[config.mk]
export PLATFORM = sky130hd
export DESIGN_NAME = multi_key_watcher_flat
export DESIGN_NICKNAME = d
export VERILOG_FILES = /design/src/rtl/multi_key_watcher_pkg.sv /design/src/rtl/multi_key_watcher_if.sv /design/src/rtl/multi_key_watcher_ps2_prefix_decoder.sv /design/src/rtl/multi_key_watcher.sv /design/src/flat_wrapper.sv
export SDC_FILE = /design/constraint.sdc
export NUM_CORES = 1
export LEC_CHECK = 0
export BUFFER_PORTS_ARGS = -buffer_cell sky130_fd_sc_hd__clkbuf_2
export CORE_ASPECT_RATIO = 0.9
export CORE_MARGIN = 4
export CORE_UTILIZATION = 51
export DETAILED_ROUTE_END_ITERATION = 7
export MAX_ROUTING_LAYER = met4
export PLACE_DENSITY_LB_ADDON = 0.05
export SKIP_LAST_GASP = 1
export SLEW_MARGIN = 10
export SYNTH_ARGS = -nofsm -noshare
export SYNTH_HDL_FRONTEND = slang
export SYNTH_SLANG_ARGS = --single-unit
[constraint.sdc]
create_clock -name clk -period 5.9 [get_ports clk]
set_clock_uncertainty 0.2 [all_clocks]
set_input_delay 0.885 -clock clk [delete_from_list [all_inputs] [get_ports clk]]
set_output_delay 0.885 -clock clk [all_outputs]
set_load 0.005 [all_outputs]
[src/rtl/multi_key_watcher_pkg.sv]
// rtl/multi_key_watcher_pkg.sv - shared prefix codes, decoder state encoding and key event type
package keyboard_pkg;

  localparam logic [7:0] BREAK_CODE_DEF = 8'hF0;
  localparam logic [7:0] EXT_CODE_DEF   = 8'hE0;

  typedef enum logic [1:0] {
    ST_IDLE    = 2'd0,
    ST_EXT     = 2'd1,
    ST_BRK     = 2'd2,
    ST_EXT_BRK = 2'd3
  } dec_state_t;

  typedef struct packed {
    logic       valid;
    logic       is_break;
    logic       ext;
    logic [7:0] code;
  } key_event_t;

endpackage

[src/rtl/multi_key_watcher_if.sv]
// rtl/multi_key_watcher_if.sv - scan-code input, watch table and key-state outputs
// master: code source / key-state consumer (drives code_valid, data, watch_values)
// slave : the watcher (drives status, press_pulse, release_pulse, any_down, proto_err)
interface multi_key_watcher_if #(
  parameter int NUM_KEYS = 4
);
  logic                    code_valid;
  logic [7:0]              data;
  logic [9*NUM_KEYS-1:0]   watch_values;
  logic [NUM_KEYS-1:0]     status;
  logic [NUM_KEYS-1:0]     press_pulse;
  logic [NUM_KEYS-1:0]     release_pulse;
  logic                    any_down;
  logic                    proto_err;

  modport master (
    output code_valid, data, watch_values,
    input  status, press_pulse, release_pulse, any_down, proto_err
  );

  modport slave (
    input  code_valid, data, watch_values,
    output status, press_pulse, release_pulse, any_down, proto_err
  );
endinterface

[src/rtl/multi_key_watcher_ps2_prefix_decoder.sv]
// rtl/multi_key_watcher_ps2_prefix_decoder.sv - E0/F0 prefix FSM emitting one make/break event per code
// Ports: clk, rst (async active-low), i_code_valid/i_data (byte strobe),
//        o_event (combinational, valid in the sampling cycle), o_proto_err (registered pulse)
module ps2_prefix_decoder
  import keyboard_pkg::*;
#(
  parameter logic [7:0] BREAK_CODE = BREAK_CODE_DEF,
  parameter logic [7:0] EXT_CODE   = EXT_CODE_DEF
) (
  input  logic       clk,
  input  logic       rst,
  input  logic       i_code_valid,
  input  logic [7:0] i_data,
  output key_event_t o_event,
  output logic       o_proto_err
);

  dec_state_t r_state;
  dec_state_t w_next;
  key_event_t w_event;
  logic       w_err;
  logic       r_proto_err;
  logic       w_is_ext;
  logic       w_is_brk;

  assign w_is_ext = (i_data == EXT_CODE);
  assign w_is_brk = (i_data == BREAK_CODE);

  always_ff @(posedge clk or negedge rst) begin
    if (!rst) begin
      r_state     <= ST_IDLE;
      r_proto_err <= 1'b0;
    end else begin
      r_state     <= w_next;
      r_proto_err <= w_err;
    end
  end

  always_comb begin
    w_next  = r_state;
    w_err   = 1'b0;
    w_event = '0;
    if (i_code_valid) begin
      case (r_state)
        ST_IDLE: begin
          if (w_is_ext)      w_next = ST_EXT;
          else if (w_is_brk) w_next = ST_BRK;
          else w_event = '{valid: 1'b1, is_break: 1'b0, ext: 1'b0, code: i_data};
        end
        ST_EXT: begin
          // A repeated E0 is tolerated and keeps us waiting for the code byte.
          if (w_is_brk)      w_next = ST_EXT_BRK;
          else if (w_is_ext) w_next = ST_EXT;
          else begin
            w_event = '{valid: 1'b1, is_break: 1'b0, ext: 1'b1, code: i_data};
            w_next  = ST_IDLE;
          end
        end
        ST_BRK: begin
          // F0 F0 is tolerated; F0 E0 is an out-of-order prefix.
          if (w_is_ext) begin
            w_err  = 1'b1;
            w_next = ST_IDLE;
          end else if (w_is_brk) begin
            w_next = ST_BRK;
          end else begin
            w_event = '{valid: 1'b1, is_break: 1'b1, ext: 1'b0, code: i_data};
            w_next  = ST_IDLE;
          end
        end
        ST_EXT_BRK: begin
          if (w_is_ext || w_is_brk) begin
            w_err  = 1'b1;
            w_next = ST_IDLE;
          end else begin
            w_event = '{valid: 1'b1, is_break: 1'b1, ext: 1'b1, code: i_data};
            w_next  = ST_IDLE;
          end
        end
        default: w_next = ST_IDLE;
      endcase
    end
  end

  assign o_event     = w_event;
  assign o_proto_err = r_proto_err;

endmodule

[src/rtl/multi_key_watcher.sv]
// rtl/multi_key_watcher.sv - tracks up/down state of NUM_KEYS keys from one PS/2 scan-code stream
// Ports: clk, rst (async active-low), bus (multi_key_watcher_if.slave):
//        code_valid/data in, watch_values table in, status/press_pulse/release_pulse/any_down/proto_err out
module multi_key_watcher
  import keyboard_pkg::*;
#(
  parameter int         NUM_KEYS   = 4,
  parameter logic [7:0] BREAK_CODE = BREAK_CODE_DEF,
  parameter logic [7:0] EXT_CODE   = EXT_CODE_DEF
) (
  input  logic              clk,
  input  logic              rst,
  multi_key_watcher_if.slave bus
);

  key_event_t          w_event;
  logic                w_proto_err;
  logic [NUM_KEYS-1:0] w_status;
  logic [NUM_KEYS-1:0] w_press;
  logic [NUM_KEYS-1:0] w_release;

  ps2_prefix_decoder #(
    .BREAK_CODE (BREAK_CODE),
    .EXT_CODE   (EXT_CODE)
  ) u_decoder (
    .clk          (clk),
    .rst          (rst),
    .i_code_valid (bus.code_valid),
    .i_data       (bus.data),
    .o_event      (w_event),
    .o_proto_err  (w_proto_err)
  );

  for (genvar k = 0; k < NUM_KEYS; k++) begin : g_key
    logic [8:0] w_watch;
    logic       w_match;
    logic       r_status;
    logic       r_press;
    logic       r_release;

    assign w_watch = bus.watch_values[9*k +: 9];
    // Extended flag is part of the compare, so E0-prefixed and plain codes never alias.
    assign w_match = w_event.valid && ({w_event.ext, w_event.code} == w_watch);

    always_ff @(posedge clk or negedge rst) begin
      if (!rst) begin
        r_status  <= 1'b0;
        r_press   <= 1'b0;
        r_release <= 1'b0;
      end else begin
        r_press   <= 1'b0;
        r_release <= 1'b0;
        if (w_match) begin
          // Typematic repeats and breaks of keys already up fall through untouched.
          if (!w_event.is_break && !r_status) begin
            r_status <= 1'b1;
            r_press  <= 1'b1;
          end else if (w_event.is_break && r_status) begin
            r_status  <= 1'b0;
            r_release <= 1'b1;
          end
        end
      end
    end

    assign w_status[k]  = r_status;
    assign w_press[k]   = r_press;
    assign w_release[k] = r_release;
  end

  assign bus.status        = w_status;
  assign bus.press_pulse   = w_press;
  assign bus.release_pulse = w_release;
  assign bus.any_down      = |w_status;
  assign bus.proto_err     = w_proto_err;

endmodule

[src/flat_wrapper.sv]
// flat-port wrapper written by rule: the top's interface ports become plain ports
module multi_key_watcher_flat import keyboard_pkg::*;
#(
  parameter int         NUM_KEYS   = 4,
  parameter logic [7:0] BREAK_CODE = BREAK_CODE_DEF,
  parameter logic [7:0] EXT_CODE   = EXT_CODE_DEF
)
  (clk, rst, bus_code_valid, bus_data, bus_watch_values, bus_status, bus_press_pulse, bus_release_pulse, bus_any_down, bus_proto_err);
  multi_key_watcher_if #(.NUM_KEYS(NUM_KEYS)) bus_i ();
  input  logic clk;
  input  logic rst;
  input wire logic [$bits(bus_i.code_valid)-1:0] bus_code_valid;
  input wire logic [$bits(bus_i.data)-1:0] bus_data;
  input wire logic [$bits(bus_i.watch_values)-1:0] bus_watch_values;
  output wire logic [$bits(bus_i.status)-1:0] bus_status;
  output wire logic [$bits(bus_i.press_pulse)-1:0] bus_press_pulse;
  output wire logic [$bits(bus_i.release_pulse)-1:0] bus_release_pulse;
  output wire logic [$bits(bus_i.any_down)-1:0] bus_any_down;
  output wire logic [$bits(bus_i.proto_err)-1:0] bus_proto_err;
  assign bus_i.code_valid = bus_code_valid;
  assign bus_i.data = bus_data;
  assign bus_i.watch_values = bus_watch_values;
  assign bus_status = bus_i.status;
  assign bus_press_pulse = bus_i.press_pulse;
  assign bus_release_pulse = bus_i.release_pulse;
  assign bus_any_down = bus_i.any_down;
  assign bus_proto_err = bus_i.proto_err;
  multi_key_watcher #(.NUM_KEYS(NUM_KEYS), .BREAK_CODE(BREAK_CODE), .EXT_CODE(EXT_CODE)) u_core (.clk(clk), .rst(rst), .bus(bus_i));
endmodule
==> metrics.md, run 1 <==
| Metric | Value |
|---|---|
| Die X | around 63 um |
| Area growth, synth to finish | 16.1% |
| Remaining global-route overflow | 0 |
| Worst hold slack | just under 0.3 ns |
| Cell Area, Synth | between 1000 and 1500 sq um |
| Worst min path class | input port to async pin |
| RR Endpoint | u_core.g_key[0].r_status |
| Max-slew violations | 0 |
| Synth Area in XOR/XNOR | 17.4% |
| Fin util | between 60% and 70% |
| Vias post-DR | 1265 |
| # H-tree levels | 1 |
| Worst path slowest cell | or4_4 |
| Wirelength per Cell | around 14 um |
| Main combinational cell family by area after synthesis | simple AND/OR/NAND/NOR gates |
| Simple-gate portion of the synthesized area | approximately a quarter |
| Setup Fix Bufs, Post-CTS | 0 |
| Initial antenna violation count | 0 |
| Largest delay contributor family on the critical path | simple AND/OR/NAND/NOR gates |
| Post-Syn Instances | between 150 and 200 |
| Iter 0 DRT Violations | 14 |
| WL final | 3350 um |
| Clock root cell | clkbuf_4 |
| Delay of the slowest critical-path stage | about 0.55 ns |
| Syn Nets | about 220 |
| Syn avg cell area | between 8 and 9 sq um |
| Reg clk slew, reported paths | around 0.09 ns |
| Logic gate share of total power | between 20% and 30% |
| Final ANT Viol Nets | 0 |
| # rows | 17 |
| Initial Util | a little under three fifths |
| Fraction of layout cells with a size suffix above 1 | between 30% and 40% |
| Worst endpoint required time | slightly below 6 ns |
| CP Class | input port to register |
| Worst reg-to-reg path cell count | 4 |
| DIE AREA | approximately 3700 sq um |
| Placer Congestion | around 0.84 |
| Startpoint Class | input port |
| Switching share of power | between 30 and 40% |
| Switching power | between 0.07 and 0.08 mW |
| DR pass1 iterations | 5 |
| GRT Overall Usage | about 20% |
| CP Buf/Inv Count | 1 |
| DR DRC count | 0 |
| CORE AREA | about 2600 sq um |
| Clock tree buffer depth | 2 |
| Port bufs | 60 |
| Max cap viols | 0 |
| Vias in the first global route | around 1300 |
| CTS tree | yes |
| Critical Path Sink Type | register |
| CTS Buf Count | 3 |
| CTS resizes | 0 |
| Adder-cell share of the synthesized area | ~7.1% |
| Peak VDD IR | 0.0915 mV |
| Die Y-Extent | slightly below 60 um |
| Cts hold-fix bufs | 0 |
| Arrival time worst endpoint | around 3.2 ns |
| Post-route non-filler standard cell count | between 200 and 250 |
| Final Cycle Share | 55.0% |
| Insertion delay to the later sink of the worst-skew pair | between 0.2 and 0.3 ns |
| Placed Cells | roughly 230 |
| DR vias/cell | approximately 5.5 |
| Slew HR | 66.3% |
| Synth warnings | 0 |
| Setup-failing EPs final | 0 |
| Cell Pwr Density | about 150 nW/um^2 |
| Pin count of the biggest net entering global routing | 16 |
| RSZ-0062 raised after global routing | false |
| Leakage power | 0.770 nW |
| R2r startpoint | u_core.u_decoder.r_state[0] |
| Seq/Total Area, Yosys | about a quarter |
| Post-place instance area | 1610 sq um |
| Final min period | 3.25 ns |
| Post-synthesis compound-gate area fraction | under 10% |
| Yosys top cell area share | 26.7% |
| ANT cells | 0 |
| Total negative slack | 0 ns |
| Mux cell area share after synthesis | around 3.1% |
| Design area | 1630 sq um |
| FF-to-FF setup slack | about 3.8 ns |
| Worst-Margin Slew | between 0.5 and 0.6 ns |
| Dpl hpwl | approximately 2900 um |
| Internal Power | 0.165 mW |
| Area contributors post-synth | dfrtp_1 27%, xnor2_1 17%, ha_1 7.1% |
| Synth Register Bits | 15 |
| Post-synth top area cell | dfrtp_1 |
| Clock sink total | 15 |
| Final Hold Fails | 0 |
| Clock power frac | 25.2% |
| Max FO, Critical Path | 10 |
| Max Clock Freq | around 310 MHz |
| Global-route wire length before repair | 5710 um |
| Final #Nets | around 260 |
| Outcome | finished clean |
| Flop pwr share | a little under half |
| Synth unique cells | 32 |
| CP cell instances | clkbuf_2 > or4_4 > or2_2 > nand3_1 > ha_1 > nor4b_1 > mux2_2 |
| # IOs | 61 |
## worst reg2reg max path: cells and delay by family, from the launching register on
kind	cells	cell delay [ns]
DFF	1	0.53
muxes	1	0.35
and+or+nand+nor	1	0.24
AOI/OAI and AO/OA	2	0.69
## cells in the final DEF (no fill, tap or decap), drive strengths merged, types with 5 or more instances in the layout
master,synthesis,routed
nor4bb,5,5
xnor2,28,28
a31oi,6,6
nor2,13,13
dfrtp,15,15
inv,9,9
nand4,8,8
clkbuf,6,63
nand3,8,8
and2,9,9
ha,8,8
## sequential cells by signal (all words and copies together), names as in the netlist
name,cells
u_core.g_key.r_press,4
u_core.u_decoder.o_proto_err,1
u_core.u_decoder.r_state,2
u_core.g_key.r_release,4
u_core.g_key.r_status,4
## cells in the mapped netlist, drive strengths merged
master / number
a21oi: 4
a31oi: 6
and2: 9
buf: 15
clkbuf: 6
dfrtp: 15
ha: 8
inv: 9
mux2: 3
mux2i: 1
nand2: 3
nand3: 8
nand4: 8
nor2: 13
nor4: 4
nor4b: 3
nor4bb: 5
o211ai: 1
o21a: 1
o21ai: 1
o221a: 1
o2bb2ai: 1
o31ai: 1
o32a: 3
or2: 1
or3: 1
or4: 1
xnor2: 28
## stage by stage
step | power [mW] | setup WS, ns
after floorplan | 0.155 | 2.62
after global placement | 0.178 | 2.46
after detailed placement | 0.181 | 2.40
after CTS | 0.242 | 2.65
after global routing | 0.256 | 2.52
final | 0.239 | 2.65
## per-layer routing
metal	vias to the layer above	track usage [%]	share of wire, %
met5	-	-	0
met4	0	2.77	0.39
met3	4	4.84	7.1
met2	48	33.6	48
met1	573	25.8	44
li1	640	-	-
## how the worst max path moves through the flow
stage / start / to / slack, ns / depth (start not counted)
finish: bus_data[1] / u_core.g_key[1].r_status / 2.65 / 7
global route: bus_data[1] / u_core.g_key[1].r_status / 2.52 / 7
CTS: bus_data[0] / u_core.g_key[1].r_status / 2.65 / 7
detailed placement: bus_data[0] / u_core.g_key[2].r_status / 2.40 / 7
global placement: bus_data[0] / u_core.g_key[1].r_status / 2.46 / 7
floorplan: bus_data[1] / u_core.g_key[1].r_status / 2.62 / 7
## area by class of cell
| cell class | instances | area [sq um] |
|---|---|---|
| clock buffer | 3 | 22.5 |
| fill | 229 | 918 |
| inverter | 9 | 33.8 |
| sequential | 15 | 375 |
| multi-input combinational | 115 | 862 |
| timing repair buffer | 60 | 300 |
| clock inverter | 1 | 5.00 |
| tap | 28 | 35.0 |
## cells by family after synthesis
logic type                 count (synthesis)
AOI/OAI and AO/OA                         19
xor gates and xnor gates                  28
adders and majority gates                  8
buffers and inverters                     30
DFF                                       15
muxes                                      4
and+or+nand+nor                           56
## power by group through the flow
stage | clock network, mW | logic (mW) | registers, mW
finish | 0.0603 | 0.0710 | 0.108
global route | 0.0687 | 0.0789 | 0.108
CTS | 0.0629 | 0.0714 | 0.108
detailed placement | 0 | 0.0711 | 0.110
global placement | 0 | 0.0687 | 0.110
floorplan | 0 | 0.0467 | 0.108
Power figures use the tool's default switching activity.
==> run 2: changes to the inputs <==
--- a/config.mk
+++ b/config.mk
@@ -8,7 +8,7 @@
 export BUFFER_PORTS_ARGS = -buffer_cell sky130_fd_sc_hd__clkbuf_2
 export CORE_ASPECT_RATIO = 0.9
 export CORE_MARGIN = 4
-export CORE_UTILIZATION = 51
+export CORE_UTILIZATION = 48
 export DETAILED_ROUTE_END_ITERATION = 7
 export MAX_ROUTING_LAYER = met4
 export PLACE_DENSITY_LB_ADDON = 0.05
==> constraint.sdc (replaced) <==
create_clock -name clk -period 3.1 [get_ports clk]
set_clock_uncertainty 0.2 [all_clocks]
set_input_delay 0.465 -clock clk [delete_from_list [all_inputs] [get_ports clk]]
set_output_delay 0.465 -clock clk [all_outputs]
set_load 0.005 [all_outputs]
==> metrics.md, run 2 (same netlist as run 1, synthesis figures left out) <==
| Metric | Value |
|---|---|
| Reg clk slew, reported paths | 0.09 ns (about the same) |
| Commonest non-fill, non-tap cell in the layout | clkbuf_2 (unchanged) |
| GRT Overall Usage | 19.3% (was 20.3%) |
| Worst endpoint required time | 3.08 ns (was 5.88 ns) |
| DR vias/cell | 5.17 (was 5.48) |
| WL final | 3340 um (was 3350 um) |
| Pin count of the biggest net entering global routing | 16 (unchanged) |
| Final Hold Fails | 0 (unchanged) |
| Outcome | finished clean (unchanged) |
| Die X | 65.1 um (was 63.4 um) |
| CTS Buf Count | 3 (unchanged) |
| CP cell instances | clkbuf_2 > or4_4 > or2_2 > nand3_1 > ha_1 > nor4b_1 > mux2_2 (unchanged) |
| Leakage power | 0.788 nW (was 0.770 nW) |
| Iter 0 DRT Violations | 36 (was 14) |
| Worst-Margin Slew | 0.470 ns (was 0.501 ns) |
| Largest regs | u_core.g_key.r_press x4, u_core.g_key.r_release x4, u_core.g_key.r_status x4 (unchanged) |
| Die Y-Extent | 59.4 um (was 57.8 um) |
| # IOs | 61 (unchanged) |
| Clock root cell | clkbuf_4 (unchanged) |
| Slew HR | 68.4% (was 66.3%) |
| Delay of the slowest critical-path stage | 0.55 ns (about the same) |
| DR DRC count | 0 (unchanged) |
| Initial antenna violation count | 0 (unchanged) |
| Fin worst setup slack | 0.438 ns (was 2.65 ns) |
| DIE AREA | 3860 sq um (was 3670 sq um) |
| Vias in the first global route | 1249 (was 1270) |
| # H-tree levels | 1 (unchanged) |
| CP Class | input port to register (unchanged) |
| Placer Congestion | 0.852 (was 0.843) |
| ANT cells | 0 (unchanged) |
| Clock sink total | 15 (unchanged) |
| # rows | 18 (was 17) |
| Design area | 1680 sq um (was 1630 sq um) |
| Insertion delay to the later sink of the worst-skew pair | 0.29 ns (about the same) |
| Startpoint Class | input port (unchanged) |
| Remaining global-route overflow | 0 (unchanged) |
| Cell Pwr Density | 271 nW/um^2 (was 146 nW/um^2) |
| Max cap viols | 0 (unchanged) |
| Arrival time worst endpoint | 2.64 ns (was 3.23 ns) |
| Global-route wire length before repair | 5550 um (was 5710 um) |
| Max Clock Freq | ~380 MHz |
| Total negative slack | 0 ns (unchanged) |
| Final #Nets | 263 (was 259) |
| CTS resizes | 0 (unchanged) |
| Final Cycle Share | approximately 86% |
| Worst min path class | input port to register (was input port to async pin) |
| Fraction of layout cells with a size suffix above 1 | 34.8% (was 34.0%) |
| Critical Path Sink Type | register (unchanged) |
| CTS tree | yes (unchanged) |
| Setup-failing EPs final | 0 (unchanged) |
| Dpl hpwl | 2910 um (was 2850 um) |
| Wirelength per Cell | 13.5 um (was 14.5 um) |
| Worst path slowest cell | or4_4 (unchanged) |
| Final ANT Viol Nets | 0 (unchanged) |
| Most frequent cells in the layout | 60 x clkbuf_2, 28 x xnor2_1, 15 x dfrtp_1 (unchanged) |
| FILL cells | 257 (was 229) |
| Port bufs | 60 (unchanged) |
| DR pass1 iterations | 4 (was 5) |
| Initial Util | 50.8% (was 55.1%) |
| Max-slew violations | 0 (unchanged) |
| Vias post-DR | 1276 (was 1265) |
| CORE AREA | 2770 sq um (was 2550 sq um) |
| Post-place instance area | 1640 sq um (was 1610 sq um) |
| RSZ-0062 raised after global routing | false (unchanged) |
| Max FO, Critical Path | 5 (was 10) |
| Peak VDD IR | 0.223 mV (was 0.0915 mV) |
| Area growth, synth to finish | 19.5% (was 16.1%) |
| Final min period | 2.66 ns |
| Clock tree buffer depth | 2 (unchanged) |
| Worst slack, placed | 0.125 ns (was 2.40 ns) |
-- run 2: changes by cell type in the layout (fill, tap and decap cells not counted) --
cell	previous run	this run
buf_4	0	3
dlygate4sd3_1	0	1
-- run 2: metal layers --
metal	track usage, %	share of wire, %
met1	25.3	46
met2	31.8	47
met3	4.55	6.8
met4	1.78	0.42
met5	-	0
-- run 2: cell type report --
cell class | instances | area, sq um | area share [%]
multi-input cells | 115 | 862 | 51.3
flip-flops and latches | 15 | 375 | 22.3
repair buffers | 64 | 333 | 19.8
well taps | 40 | 50.0 | 2.98
inverters | 9 | 33.8 | 2.01
clock buffers | 3 | 22.5 | 1.34
clock inverters | 1 | 5.00 | 0.298
-- run 2: final timing paths --
check                           cells after the start                            to  slack (ns)                         from
worst min-delay path                                3   u_core.u_decoder.r_state[1]        0.33                  bus_data[4]
worst max register to register                      4      u_core.g_key[0].r_status        0.96  u_core.u_decoder.r_state[0]
worst max-delay path                                7      u_core.g_key[1].r_status        0.44                  bus_data[0]
min in group asynchronous                           2  u_core.u_decoder.o_proto_err        0.41                          rst
worst min register to register                      1      u_core.g_key[1].r_status        0.38     u_core.g_key[1].r_status
max in group asynchronous                           2      u_core.g_key[1].r_status        2.01                          rst
-- run 2: where the power goes --
group          internal (mW)  leakage, nW  switching [mW]  total, mW
Clock                 0.0480       0.0177          0.0649      0.113
Sequential             0.199        0.203         0.00612      0.205
Combinational         0.0705        0.567          0.0679      0.138
Total                  0.318        0.788           0.139      0.457
-- run 2: per-stage QoR --
stage          hold slack (ns)  util (%)  instances  power (mW)
6_report                 0.327      60.7        247       0.457
5_1_grt                  0.333      60.7        247       0.487
4_1_cts                  0.329      60.7        247       0.460
3_5_place_dp             0.198      59.3        242       0.348
3_3_place_gp             0.193      59.3        242       0.343
2_1_floorplan          -0.0306         -        160       0.294
-- run 2: worst max-delay path, delay by kind of cell --
family,cells,cell delay [ns]
simple gates,4,1.44
mux,1,0.37
fa+ha+maj,1,0.27
buf+inv,1,0.09
-- run 2: timing repair --
item | in CTS | in global routing
hold buffers | 1 | 0
buffers inserted | 0 | 0
endpoints found under the hold margin | 15 | 0
